### src/rtl/char_detector.sv
// Character-match detector: flags 'a'/'b'/'c' (optionally upper case) with a
// stretchable registered request pulse, the id of the newest match and a saturating hit count.
module char_detector #(
    parameter int unsigned HOLD_CYCLES      = 1,  // legal range 1..255
    parameter bit          CASE_INSENSITIVE = 1'b0
) (
    input  logic       clock,
    input  logic       clear,
    input  logic [7:0] char,
    output logic       is_true1,
    output logic [1:0] match_id,
    output logic [7:0] hit_count
);

    localparam logic [7:0] HOLD_RELOAD = 8'(HOLD_CYCLES - 1);

    logic [7:0] foldedChar;
    logic       charMatch;
    logic [1:0] charId;

    logic       isTrue_q,   isTrue_d;
    logic [1:0] matchId_q,  matchId_d;
    logic [7:0] hitCount_q, hitCount_d;
    logic [7:0] holdCnt_q,  holdCnt_d;

    // Upper case is folded onto lower case so both share one decode and one id;
    // the low two bits of 0x61..0x63 are already the ids 01..11.
    always_comb begin
        foldedChar = char;
        if (CASE_INSENSITIVE && (char >= 8'h41) && (char <= 8'h43)) begin
            foldedChar = char | 8'h20;
        end
        charMatch = (foldedChar >= 8'h61) && (foldedChar <= 8'h63);
        charId    = charMatch ? foldedChar[1:0] : 2'b00;
    end

    always_comb begin
        isTrue_d   = isTrue_q;
        matchId_d  = matchId_q;
        hitCount_d = hitCount_q;
        holdCnt_d  = holdCnt_q;
        if (charMatch) begin
            isTrue_d  = 1'b1;
            matchId_d = charId;
            holdCnt_d = HOLD_RELOAD;
            if (hitCount_q != 8'hFF) begin
                hitCount_d = hitCount_q + 8'd1;
            end
        end else if (holdCnt_q != 8'd0) begin
            holdCnt_d = holdCnt_q - 8'd1;
        end else begin
            isTrue_d  = 1'b0;
            matchId_d = 2'b00;
        end
    end

    always_ff @(posedge clock or negedge clear) begin
        if (!clear) begin
            isTrue_q   <= 1'b0;
            matchId_q  <= 2'b00;
            hitCount_q <= 8'd0;
            holdCnt_q  <= 8'd0;
        end else begin
            isTrue_q   <= isTrue_d;
            matchId_q  <= matchId_d;
            hitCount_q <= hitCount_d;
            holdCnt_q  <= holdCnt_d;
        end
    end

    assign is_true1  = isTrue_q;
    assign match_id  = matchId_q;
    assign hit_count = hitCount_q;

endmodule

### config.mk
export PLATFORM = sky130hd
export DESIGN_NAME = char_detector
export DESIGN_NICKNAME = d
export VERILOG_FILES = /design/src/rtl/char_detector.sv
export SDC_FILE = /design/constraint.sdc
export NUM_CORES = 1
export LEC_CHECK = 0
export BUFFER_PORTS_ARGS = -buffer_cell sky130_fd_sc_hd__clkbuf_2
export CAP_MARGIN = 20
export CORE_MARGIN = 5
export CORE_UTILIZATION = 55
export DETAILED_ROUTE_END_ITERATION = 10
export PLACE_DENSITY = 0.85
export SKIP_LAST_GASP = 1
export SYNTH_ARGS = -nofsm -noshare
export SYNTH_HDL_FRONTEND = slang
export SYNTH_SLANG_ARGS = --single-unit
### constraint.sdc
create_clock -name clock -period 3.5 [get_ports clock]
set_clock_uncertainty 0.1 [all_clocks]
set_input_delay 0.175 -clock clock [delete_from_list [all_inputs] [get_ports clock]]
set_output_delay 0.175 -clock clock [all_outputs]
set_load 0.005 [all_outputs]
==> summary.txt <==
Detailed routing
  – 1st-pass router iterations: 4
  – WL/cell: 13.0 µm
  – ANT nets after route: 0
  – Drc violations: 0
  – Starting DRT DRC Count: 12
  – Post-Route WL: 1780 µm
  – Via/cell ratio: about 5.3
  – Vias: 722

Timing
  – Final hold viol count: 0
  – Slew headroom: between 60% and 70%
  – Fmax: 548 MHz
  – Pins Over Slew Limit: 0
  – Final period util: between 50 and 60%
  – RSZ-0062 raised after global routing: no
  – Final setup TNS: 0 ps
  – Final setup viols: 0
  – Tmin final: around 1800 ps
  – Setup ws final: 1670 ps
  – Worst slew pin tran: 497 ps

Clock tree
  – Post_cts resized: 0
  – CTS buffer count: 3
  – Clk root buf: clkbuf_4
  – Clk slew on worst S/H paths: around 100 ps
  – Clock sink total: 19
  – Clock Tree Buf Depth: 2
  – H-tree Lvls: 1
  – Clock latency on the worst-skew pair: 300 ps
  – CTS tree: done

Logic synthesis
  – Area share of the largest cell type after synthesis: 48.0%
  – Sequential area share after synthesis: 48.0%
  – Most numerous cell in the Yosys netlist: dfrtp_1
  – Syn_nets: between 100 and 150
  – Number of synthesized flops with an enable pin: 0
  – Top FF cell, synth: dfrtp_1
  – Netlist cell types: 28
  – Mean post-synth cell area: 11.1 µm²
  – Synth top area cells: dfrtp_1 48%, xor2_1 6.2%, ha_1 3.8%
  – Synth Instances: 89
  – Leading area contributor after synthesis: dfrtp_1
  – Yosys reg bits: 19
  – Cell Area, Synth: 990 µm²
  – Synth warnings: 0
  – Commonest cells post-synth: 19 x dfrtp_1, 10 x nor2_1, 9 x nand2_1
  – Fraction of registers with async set or reset after synthesis: 100%

Place
  – Dpl ws: 1670 ps
  – Cells after DPL: around 130
  – IO buf count: 20
  – Dpl hpwl: 1410 µm
  – Area after DPL: 0.00111 mm²
  – Gpl congestion: 0.814

Finish
  – Fin area: 0.00115 mm²
  – ANT cells: 0
  – Final net count: around 130
  – Share of cells above drive strength 1: 27.7%
  – Fill cells: ~160
  – Non-filler cells, final: approximately 140
  – Post-layout util: 66.6%
  – Area growth, synth to finish: 16.2%

Floorplanning
  – Core box area: 0.00173 mm²
  – Die H: ~52 µm
  – # rows: 15
  – DIE WIDTH: roughly 52 µm
  – Initial Utilization: 57.3%
  – I/O pin count: 21
  – Die area: 0.00275 mm²

Global routing
  – Vias in the first global route: between 700 and 800
  – First-pass GRT wire length: 3310 µm
  – Largest net degree at the start of global routing: 20
  – Initial antenna violation count: 0
  – GRT Total Usage: ~16%
  – Global route overflow: 0

Outcome
  – Status: finished clean

Worst setup path
  – Arr. time, crit path: 1910 ps
  – Element type at the critical path end: register
  – Data required, critical path: around 3600 ps
  – CP Max Fanout: 6
  – Kind of critical path: reg -> reg
  – Startpoint types: register

Power
  – PD cells: 589 mW/mm²
  – Worst IR Drop VDD: about 0.00035 V
  – Leakage power: 0.000561 µW

Run
  – Max-cap viol count: 0

Hold path
  – Hold Path Class: in -> reg
[sequential cells by signal (all words and copies together), names as in the netlist]
register and flops:
match_id 2, is_true1 1, hit_count 8, holdCnt_q 8
[layout by cell type, fill, tap and decap left out, types with 2 or more instances in the layout]
| cell | instances |
|---|---|
| clkbuf_2 | 20 |
| dfrtp_1 | 19 |
| nor2_1 | 10 |
| nand2_1 | 9 |
| xor2_1 | 7 |
| inv_1 | 4 |
| nor3_1 | 4 |
| nand3_1 | 4 |
| xnor2_1 | 3 |
| ha_1 | 3 |
| clkbuf_4 | 3 |
| or3_1 | 2 |
| a211oi_1 | 2 |
| a21oi_1 | 2 |
| and4_1 | 2 |
| nor4_2 | 2 |
| nor4b_2 | 2 |
| mux2i_1 | 2 |
[area by class of cell]
type / instances / area [µm²] / share of cell area (%)
Multi-Input combinational cell: 64 / 490 / 42.7
Sequential cell: 19 / 475 / 41.3
Timing Repair Buffer: 21 / 110 / 9.58
Tap cell: 25 / 31.3 / 2.72
Clock buffer: 3 / 22.5 / 1.96
Inverter: 4 / 15.0 / 1.31
Clock inverter: 1 / 5.00 / 0.435
[where the power goes]
part           switching (µW)  leakage, µW  internal, µW
sequential               61.2     0.000242           286
clock                    68.5    0.0000177          42.6
combinational             114     0.000302           106
total                     243     0.000561           434
[metal layers]
layer  up-vias  track usage [%]  part of all wire [%]
met3         4             2.56                   3.9
met4         0             7.66                   2.3
met1       340             18.9                    44
li1        361                -                     -
met5         -                0                     0
met2        17             28.7                    50
[final timing paths]
kind | to | slack, ps | cells after the start | start
min reg2reg | hit_count[7]$_DFFE_PN0P_ | 390 | 1 | hit_count[7]$_DFFE_PN0P_
max reg2reg | holdCnt_q[4]$_DFFE_PN0P_ | 1670 | 6 | holdCnt_q[0]$_DFFE_PN0P_
max in group asynchronous | holdCnt_q[1]$_DFFE_PN0P_ | 2730 | 2 | clear
min in group asynchronous | holdCnt_q[3]$_DFFE_PN0P_ | 240 | 2 | clear
min | match_id[1]$_DFFE_PN0P_ | 30 | 3 | char[1]
max | holdCnt_q[4]$_DFFE_PN0P_ | 1670 | 6 | holdCnt_q[0]$_DFFE_PN0P_
[through the flow]
stage / hold WS (ps) / total power [µW]
floorplan: -221 / 501
global placement: 45.4 / 560
detailed placement: 50.4 / 574
CTS: 27.9 / 687
global route: 40.3 / 733
finish: 29.0 / 678
[cells by family (layout without fill, tap and decap cells)]
logic type | Yosys count | after routing | synth area share [%]
AOI/OAI and AO/OA | 8 | 8 | 8.09
xor gates and xnor gates | 10 | 10 | 8.85
adders and majority gates | 3 | 3 | 3.79
buffers and inverters | 6 | 29 | 2.40
DFF | 19 | 19 | 48.0
muxes | 3 | 3 | 3.16
and+or+nand+nor | 40 | 40 | 25.7
[repair_timing]
| item | in CTS | in global routing |
|---|---|---|
| hold buffers | 1 | 0 |
| buffers inserted | 0 | 0 |
| hold endpoints to repair | 19 | 0 |
[critical path: stages, from the launching register on]
cell and delay, ps:
dfrtp_1 400, inv_1 70, ha_1 200, nor3b_2 190, a2111oi_0 520, xnor2_1 170, nor2_1 50
Note: power is estimated with default switching activity, not from simulation.
